--- src/rtl/intra4x4_mode_sched_if.sv ---
// intra4x4_mode_sched_if: control, predictor/SAD and result handshake bundle of the intra 4x4 mode scheduler
interface intra4x4_mode_sched_if #(
  parameter int NUM_MODES = 8,
  parameter int SAD_W     = 8
);
  logic                 start;
  logic [NUM_MODES-1:0] avail_mask;
  logic                 pred_req;
  logic                 pred_ack;
  logic                 sad_en;
  logic [SAD_W-1:0]     sads [NUM_MODES];
  logic [3:0]           blk_idx;
  logic                 out_valid;
  logic                 out_ready;
  logic [2:0]           best_mode;
  logic [SAD_W-1:0]     best_sad;
  logic                 no_mode;
  logic [SAD_W+3:0]     mb_cost;
  logic                 busy;
  logic                 done;
  modport master (
    output start, avail_mask, pred_ack, sads, out_ready,
    input  pred_req, sad_en, blk_idx, out_valid, best_mode, best_sad, no_mode, mb_cost, busy, done
  );
  modport slave (
    input  start, avail_mask, pred_ack, sads, out_ready,
    output pred_req, sad_en, blk_idx, out_valid, best_mode, best_sad, no_mode, mb_cost, busy, done
  );
endinterface

--- src/rtl/intra4x4_mode_sched.sv ---
// intra4x4_mode_sched: per-4x4-block predictor/SAD sequencing and serial min-SAD mode pick across one macroblock
module intra4x4_mode_sched #(
  parameter int NUM_BLK   = 16,
  parameter int NUM_MODES = 8,
  parameter int SAD_W     = 8,
  parameter int SAD_LAT   = 1
) (
  input logic                  clk,
  input logic                  reset,
  intra4x4_mode_sched_if.slave bus
);
  typedef enum logic [2:0] {IDLE, PRED, SAD, WAIT, CMP, OUT, FIN} state_t;
  localparam int LW = SAD_LAT > 1 ? $clog2(SAD_LAT) : 1;
  state_t               state, nxt;
  logic [NUM_MODES-1:0] mask;
  logic [3:0]           blk;
  logic [2:0]           m, idx;
  logic [LW-1:0]        wcnt;
  logic [SAD_W-1:0]     min_v;
  logic                 found;
  logic [SAD_W+3:0]     cost;
  logic                 hs, last_m, last_blk, take;
  assign hs       = state == OUT && bus.out_ready;
  assign last_m   = m == 3'(NUM_MODES - 1);
  assign last_blk = blk == 4'(NUM_BLK - 1);
  // strict less-than keeps the lowest mode index on ties
  assign take     = mask[m] && (!found || bus.sads[m] < min_v);
  always_ff @(posedge clk or posedge reset)
    if (reset) state <= IDLE;
    else state <= nxt;
  always_comb begin
    nxt = state;
    case (state)
      IDLE:    nxt = bus.start ? PRED : IDLE;
      PRED:    nxt = bus.pred_ack ? SAD : PRED;
      SAD:     nxt = WAIT;
      WAIT:    nxt = wcnt == LW'(SAD_LAT - 1) ? CMP : WAIT;
      CMP:     nxt = last_m ? OUT : CMP;
      OUT:     nxt = !bus.out_ready ? OUT : last_blk ? FIN : PRED;
      FIN:     nxt = IDLE;
      default: nxt = IDLE;
    endcase
  end
  always_ff @(posedge clk or posedge reset)
    if (reset) begin
      mask  <= '0;
      blk   <= '0;
      m     <= '0;
      idx   <= '0;
      wcnt  <= '0;
      min_v <= '1;
      found <= 1'b0;
      cost  <= '0;
    end else begin
      if (state == IDLE && bus.start) begin
        mask <= bus.avail_mask;
        blk  <= '0;
        cost <= '0;
      end
      if (state == SAD) begin
        m     <= '0;
        idx   <= '0;
        min_v <= '1;
        found <= 1'b0;
        wcnt  <= '0;
      end
      if (state == WAIT) wcnt <= wcnt + LW'(1);
      if (state == CMP) begin
        m <= m + 3'd1;
        if (take) begin
          min_v <= bus.sads[m];
          idx   <= m;
          found <= 1'b1;
        end
      end
      if (hs) begin
        cost <= cost + (found ? (SAD_W+4)'(min_v) : '0);
        if (!last_blk) blk <= blk + 4'd1;
      end
    end
  assign bus.pred_req  = state == PRED;
  assign bus.sad_en    = state == SAD;
  assign bus.out_valid = state == OUT;
  assign bus.busy      = state != IDLE;
  assign bus.done      = state == FIN;
  assign bus.blk_idx   = blk;
  assign bus.best_mode = idx;
  assign bus.best_sad  = min_v;
  assign bus.no_mode   = state == OUT && !found;
  assign bus.mb_cost   = cost;
endmodule

--- src/flat_wrapper.sv ---
// flat-port wrapper written by rule: the top's interface ports become plain ports
module intra4x4_mode_sched_flat 
#(
  parameter int NUM_BLK   = 16,
  parameter int NUM_MODES = 8,
  parameter int SAD_W     = 8,
  parameter int SAD_LAT   = 1
)
  (clk, reset, bus_start, bus_avail_mask, bus_pred_ack, bus_sads, bus_out_ready, bus_pred_req, bus_sad_en, bus_blk_idx, bus_out_valid, bus_best_mode, bus_best_sad, bus_no_mode, bus_mb_cost, bus_busy, bus_done);
  intra4x4_mode_sched_if #(.NUM_MODES(NUM_MODES), .SAD_W(SAD_W)) bus_i ();
  input logic clk;
  input logic reset;
  input wire logic [$bits(bus_i.start)-1:0] bus_start;
  input wire logic [$bits(bus_i.avail_mask)-1:0] bus_avail_mask;
  input wire logic [$bits(bus_i.pred_ack)-1:0] bus_pred_ack;
  input wire logic [$bits(bus_i.sads)-1:0] bus_sads;
  input wire logic [$bits(bus_i.out_ready)-1:0] bus_out_ready;
  output wire logic [$bits(bus_i.pred_req)-1:0] bus_pred_req;
  output wire logic [$bits(bus_i.sad_en)-1:0] bus_sad_en;
  output wire logic [$bits(bus_i.blk_idx)-1:0] bus_blk_idx;
  output wire logic [$bits(bus_i.out_valid)-1:0] bus_out_valid;
  output wire logic [$bits(bus_i.best_mode)-1:0] bus_best_mode;
  output wire logic [$bits(bus_i.best_sad)-1:0] bus_best_sad;
  output wire logic [$bits(bus_i.no_mode)-1:0] bus_no_mode;
  output wire logic [$bits(bus_i.mb_cost)-1:0] bus_mb_cost;
  output wire logic [$bits(bus_i.busy)-1:0] bus_busy;
  output wire logic [$bits(bus_i.done)-1:0] bus_done;
  assign bus_i.start = bus_start;
  assign bus_i.avail_mask = bus_avail_mask;
  assign bus_i.pred_ack = bus_pred_ack;
  assign bus_i.sads = {>>{bus_sads}};
  assign bus_i.out_ready = bus_out_ready;
  assign bus_pred_req = bus_i.pred_req;
  assign bus_sad_en = bus_i.sad_en;
  assign bus_blk_idx = bus_i.blk_idx;
  assign bus_out_valid = bus_i.out_valid;
  assign bus_best_mode = bus_i.best_mode;
  assign bus_best_sad = bus_i.best_sad;
  assign bus_no_mode = bus_i.no_mode;
  assign bus_mb_cost = bus_i.mb_cost;
  assign bus_busy = bus_i.busy;
  assign bus_done = bus_i.done;
  intra4x4_mode_sched #(.NUM_BLK(NUM_BLK), .NUM_MODES(NUM_MODES), .SAD_W(SAD_W), .SAD_LAT(SAD_LAT)) u_core (.clk(clk), .reset(reset), .bus(bus_i));
endmodule
--- config.mk ---
export PLATFORM = sky130hd
export DESIGN_NAME = intra4x4_mode_sched_flat
export DESIGN_NICKNAME = d
export VERILOG_FILES = /design/src/rtl/intra4x4_mode_sched_if.sv /design/src/rtl/intra4x4_mode_sched.sv /design/src/flat_wrapper.sv
export SDC_FILE = /design/constraint.sdc
export NUM_CORES = 1
export LEC_CHECK = 0
export ABC_AREA = 1
export CAP_MARGIN = 20
export CORE_UTILIZATION = 43
export DETAILED_ROUTE_END_ITERATION = 8
export GPL_ROUTABILITY_DRIVEN = 0
export PLACE_DENSITY = 0.77
export SLEW_MARGIN = 30
export SYNTH_ARGS = -nofsm -noshare
export SYNTH_HDL_FRONTEND = slang
export SYNTH_SLANG_ARGS = --single-unit
--- constraint.sdc ---
create_clock -name clk -period 2.8 [get_ports clk]
set_input_delay 0.28 -clock clk [delete_from_list [all_inputs] [get_ports clk]]
set_output_delay 0.28 -clock clk [all_outputs]
set_load 0.02 [all_outputs]
Word-level counts from Yosys, hierarchy flattened
Cells that the tools add are included.
{"block": "totals", "register_bits": 43, "out_inout_bits": 33}
{"block": "op_classes", "bitwise_logic": 1, "n_reduce_logical": 11, "add_sub_neg": 4, "eq_ne": 8, "mux": 31, "n_lt_le_gt_ge": 3}
{"cell": "2-to-1 mux 8 bit", "count": 6}
{"cell": "binary-select mux 8 bit (select 3 bit)", "count": 1}
{"cell": "2-to-1 mux 12 bit", "count": 2}
{"cell": "2-to-1 mux 3 bit", "count": 8}
{"cell": "one-hot mux 3 bit (6 select lines)", "count": 1}
{"cell": "adder 12 bit", "count": 1}
{"cell": "equality test 3 bit, second input constant", "count": 4}
{"cell": "2-to-1 mux 4 bit", "count": 3}
{"cell": "< comparator 8 bit", "count": 1}
{"cell": "2-to-1 mux 1 bit", "count": 8}
{"cell": "equality test 3 x 2 -> 1 bit, second input constant", "count": 2}
{"cell": "nonzero test 2 bit", "count": 3}
{"cell": "adder 4 x 1 -> 4 bit, second input constant", "count": 1}
{"cell": "equality test 4 bit, second input constant", "count": 1}
{"cell": ">= comparator 4 bit, second input constant", "count": 1}
{"cell": "logical AND 1 bit", "count": 4}
{"cell": "< comparator 3 x 4 -> 1 bit, second input constant", "count": 1}
{"cell": "inverter 3 -> 4 bit", "count": 1}
{"cell": "adder 3 x 1 -> 3 bit, second input constant", "count": 1}
{"cell": "binary-select mux 1 bit (select 3 bit)", "count": 1}
{"cell": "equality test 3 x 1 -> 1 bit, second input constant", "count": 1}
{"cell": "logical NOT 3 bit", "count": 1}
{"cell": "nonzero test 3 bit", "count": 1}
{"cell": "2-to-1 mux 2 bit", "count": 1}
{"cell": "other kinds (3)", "count": 3}

Logic depth before layout (Yosys ltp)
{"block": "logic_depth", "word_depth": 9, "ltp_mapped": 19, "ltp_nobuf": 17}

Worst setup path after synthesis
OpenSTA, ideal clock, no wires.
{"block": "synth_path", "kind": "register to register", "from": "register u_core.m[0]", "to": "register u_core.idx[0], in the netlist u_core.bus.best_mode[0]", "arrival_time_ps": 2259, "n_path_buf": 3, "required_ps": 2684, "path_stages_with_launch": 18, "path_slack_ps": 425, "path_cell_list": "dfrtp_1 > inv_2 > buf_6 > clkbuf_1 > nor2_1 > o22ai_1 > nor2_1 > a31oi_1 > ha_1 > a21oi_1 > nor2_1 > a211oi_1 > nand2_1 > nand2_2 > nand2_2 > buf_6 > nand2_1 > nand2_1"}
{"block": "synth_via", "elab_chain_cells": 9, "elab_cells_between_ends": 11, "classes_between": "order compare (1); mux (7); bitwise (1); reduce/logical (2)"}
{"element": "start: declaration", "line": "intra4x4_mode_sched.sv:17", "text": "logic [2:0] m, idx;"}
{"element": "start signal: assignment", "line": "intra4x4_mode_sched.sv:69", "text": "m <= m + 3'd1;"}
{"element": "inverter 3 -> 4 bit (implied by the code)", "line": "intra4x4_mode_sched.sv:27", "text": "assign take = mask[m] && (!found || bus.sads[m] < min_v);"}
{"element": "binary-select mux 8 bit (select 3 bit)", "line": "intra4x4_mode_sched.sv:27"}
{"element": "2-to-1 mux 8 bit (implied by the code) (2 in series)", "line": "intra4x4_mode_sched.sv:27"}
{"element": "< comparator 8 bit", "line": "intra4x4_mode_sched.sv:27"}
{"element": "logical OR 1 bit", "line": "intra4x4_mode_sched.sv:27"}
{"element": "logical AND 1 bit", "line": "intra4x4_mode_sched.sv:27"}
{"element": "2-to-1 mux 3 bit *", "line": "intra4x4_mode_sched.sv:70", "text": "if (take) begin"}
{"element": "2-to-1 mux 3 bit *", "line": "intra4x4_mode_sched.sv:68", "text": "if (state == CMP) begin"}
{"element": "end signal: assignment", "line": "intra4x4_mode_sched.sv:72", "text": "idx <= m;"}
{"element": "end: declaration", "line": "intra4x4_mode_sched.sv:17"}
Every way passes the cells marked *; elsewhere a longest branch is shown, timed or not. The select of a mux whose other input is x is not followed.
A chain may end at the register's enable or synchronous reset.

Worst setup path after layout
Ends and elaborated chain as after synthesis.

==> impl_metrics.tcl <==
set metrics [dict create \
    syn_to_final_growth_pct 39.7 \
    total_power_mw 3.13 \
    setup_viol 0 \
    ys_top_cells_by_area "sky130_fd_sc_hd__dfrtp_1 28%, sky130_fd_sc_hd__nand2_1 14%, sky130_fd_sc_hd__o21ai_0 9.2%" \
    design.final.nets 671 \
    initial_utilization_pct 45.5 \
    yosysUniqueCellTypes 36 \
    largest_net_degree_at_the_start_of_global_routing 44 \
    ir_worst_vdd_mv 0.319 \
    timing.critical_path.mode_cell "sky130_fd_sc_hd__nand2_1" \
    sequentialPowerShare_pct 30.8 \
    final.hold.worst_slack_ns 0.427 \
    critical_path_required_ns 3.00 \
    hold_violations 0 \
    power_density_nw_per_um2 709 \
    pwr-share-comb_pct 56.4 \
    final_common_cell "sky130_fd_sc_hd__nand2_1" \
    slew_headroom_pct 63.3 \
    crit_path_cell_trace "inv_2 -> o21ai_0 -> o22ai_1 -> nor2_1 -> a31oi_1 -> ha_1 -> nand2_1 -> nand2_1 -> nand2_1 -> nand2_1 -> nand2_1 -> nand2_1 -> nand2_2 -> nand2_2 -> nand2_1 -> nand2_1" \
    ys_seq_area_share_pct 34.4 \
    min_period_ns 2.56 \
    worst_pin_slew_ns 0.550 \
    cell_internal_pwr_mw 1.71 \
    nFillCells 619 \
    critPathMaxStageDelay_ns 0.41 \
    synth_area_sq_um 3160 \
    cts_made_buffers 5 \
    fin_tns_setup_ns 0 \
    num_antenna_cells 0 \
    route.detailed.drc 0 \
    num_vias 3426 \
    rsz0062_at_grt "false" \
    antenna_violations_before_repair 0 \
    run_status "complete, no violations" \
    crit_arrival_ns 2.76 \
    crit-reg2reg-launch "u_core.m[0]" \
    cts_tree "built" \
    firstDrtPassIters 5 \
    worst_setup_path_start_kind "flip-flop" \
    post-route-worst-setup-slack_ns 0.241 \
    die_w_um 87.7 \
    grt_pass1_wl_mm 14.4 \
    dominant_combinational_cell_family_by_area_after_synthesis "simple AND/OR/NAND/NOR gates" \
    drt-initial-drc-count 132 \
    worst-setup-path-type "reg2reg" \
    final_cell_mix "117 x sky130_fd_sc_hd__nand2_1, 109 x sky130_fd_sc_hd__clkdlybuf4s50_1, 65 x sky130_fd_sc_hd__nor2_1" \
    clockRootBuffer "sky130_fd_sc_hd__clkbuf_8" \
    post_synth_fa_ha_maj_area_fraction_pct 7.76 \
    post_route_cells_drive_above_1_share_pct 6.42 \
    mean_area_per_synthesized_cell_sq_um 6.72 \
    pre_cts_slack_ns 0.272 \
    wl_per_cell_um 12.5 \
    route.antenna.remaining_nets 0 \
    die_area_sq_um 7690 \
    leakage_nw 2.24 \
    later_pin_clock_latency_in_the_skew_report_ns 0.30 \
    synth_compound_gate_area_share_pct 17.4 \
    timing.fmax_mhz 391 \
    power.switching_mw 1.42 \
    syn-num-nets 566 \
    post_cts_buffers 0 \
    global_route.overflow_total 0 \
    y_dimension_of_the_die_um 87.7 \
    worstPathMaxFanout 29 \
    switching_power_share_of_the_total_pct 45.4 \
    cts_hold_repair.buffers 0 \
    multi_input_area_sq_um 1730 \
    rows 30 \
    place_hpwl_mm 6.55 \
    postSynthCellCount 470 \
    core_area_sq_um 6940 \
    yosysWarnings 0 \
    cts_max_level 2 \
    synth_xor_xnor_area_share_pct 0.277 \
    post_synth_and_or_nand_nor_area_fraction_pct 29.3 \
    placement.io_buffers 109 \
    grt.total_usage_pct 23.4 \
    fin_crit_sh_pct 91.4 \
    share_clk_of_total_power_pct 12.7 \
    tritoncts_num_sinks 43 \
    cts-root-to-sink-buffers 2 \
    sequential_cell_area_sq_um 1090 \
    endpoint_kind "flip-flop" \
    top_cell_type_s_share_of_synthesized_area_pct 27.7 \
    first_global_vias 3283 \
    viasPerCell 5.10 \
    crit_slowest_cell "sky130_fd_sc_hd__dfrtp_1" \
    io_pins 110 \
    yosys-mux-area-fraction_pct 0 \
    detailed_route_wire_length_mm 8.38 \
    finClkSkew_ns 0.00819 \
    post_cts_resized 0 \
    synth_top_area_cell "sky130_fd_sc_hd__dfrtp_1" \
    min_path_type "in2async" \
    postSynthRegisterBits 43 \
    clk_pin_slew_ns 0.09 \
    maxSlewViolCount 0 \
    drv_cap 0 \
    worstSetupStartpoint "u_core.m[0]" \
]
==> flip-flops by register name, summed over array words and instances, names as in the netlist <==
name / cells
u_core.m: 3
u_core.bus.best_mode: 3
u_core.mask: 8
u_core.wcnt: 1
u_core.found: 1
u_core.bus.mb_cost: 12
u_core.state: 3
u_core.bus.blk_idx: 4
u_core.bus.best_sad: 8
==> layer usage <==
layer / vias to the layer above / global-route usage (%) / routed length [um] / part of all wire (%)
li1: 1734 / - / - / -
met1: 1556 / 28.8 / 3640 / 43
met2: 124 / 40.4 / 4050 / 48
met3: 12 / 5.66 / 603 / 7.2
met4: 0 / 7.15 / 88 / 1.0
met5: - / 0 / 0 / 0
==> worst max-delay path, delay by kind of cell, from the launching register on <==
| kind | cells | cell delay [ns] |
|---|---|---|
| AOI/OAI and AO/OA | 3 | 0.62 |
| adders and majority gates | 1 | 0.30 |
| buffers and inverters | 1 | 0.31 |
| DFF | 1 | 0.41 |
| and+or+nand+nor | 11 | 0.79 |
==> cell type report <==
cell class / count / share of cell area (%)
multi-input combinational: 344 / 39.1
timing repair buffer: 118 / 26.2
sequential: 43 / 24.6
inverter: 63 / 5.36
tap: 96 / 2.72
clock buffer: 6 / 1.64
clock inverter: 2 / 0.283
==> power groups by stage <==
stage	Sequential [mW]	Combinational, mW	Clock (mW)
2_1_floorplan	1.02	1.12	0
3_3_place_gp	0.973	1.73	0
3_5_place_dp	0.976	1.77	0
4_1_cts	0.966	1.78	0.406
5_1_grt	0.996	2.01	0.441
6_report	0.965	1.77	0.399
==> cells in the mapped netlist (all sizes together) <==
master  number
clkinv       2
xor2         1
a211oi       1
o21ai       59
nor3         3
inv         61
a31o         2
a31oi        8
nand4        2
nand2      119
o311ai       1
fa           1
buf         13
dfstp        8
or2          2
a2111o       1
a22oi        1
o22ai       11
clkbuf       7
dfrtp       35
o211ai       2
nor2        66
a21boi       1
nand3       32
nor4         1
a21oi       12
ha          18
==> stage by stage <==
step	instance area, sq um	cells	utilization, %
3_3_place_gp	4330	664	62.3
6_report	4410	672	63.6
3_5_place_dp	4330	664	62.3
5_1_grt	4410	672	63.6
4_1_cts	4410	672	63.6
2_1_floorplan	3160	470	-
==> kinds of logic (layout without fill, tap and decap cells) <==
| group | Yosys count | in the layout |
|---|---|---|
| compound gates | 99 | 99 |
| xor+xnor | 1 | 1 |
| fa+ha+maj | 19 | 19 |
| buf+inv | 83 | 189 |
| flops | 43 | 43 |
| simple gates | 225 | 225 |
==> worst paths after layout <==
check / slack [ns] / depth (start not counted) / end
worst max-delay path: 0.24 / 16 / u_core.bus.best_mode[0]
worst min-delay path: 0.43 / 3 / u_core.bus.blk_idx[3]
worst max register to register: 0.24 / 16 / u_core.bus.best_mode[0]
worst min register to register: 0.48 / 2 / u_core.mask[6]
max in group asynchronous: 2.00 / 3 / u_core.bus.best_sad[5]
min in group clk: 0.48 / 2 / u_core.mask[6]
(Power assumes the default switching activity.)
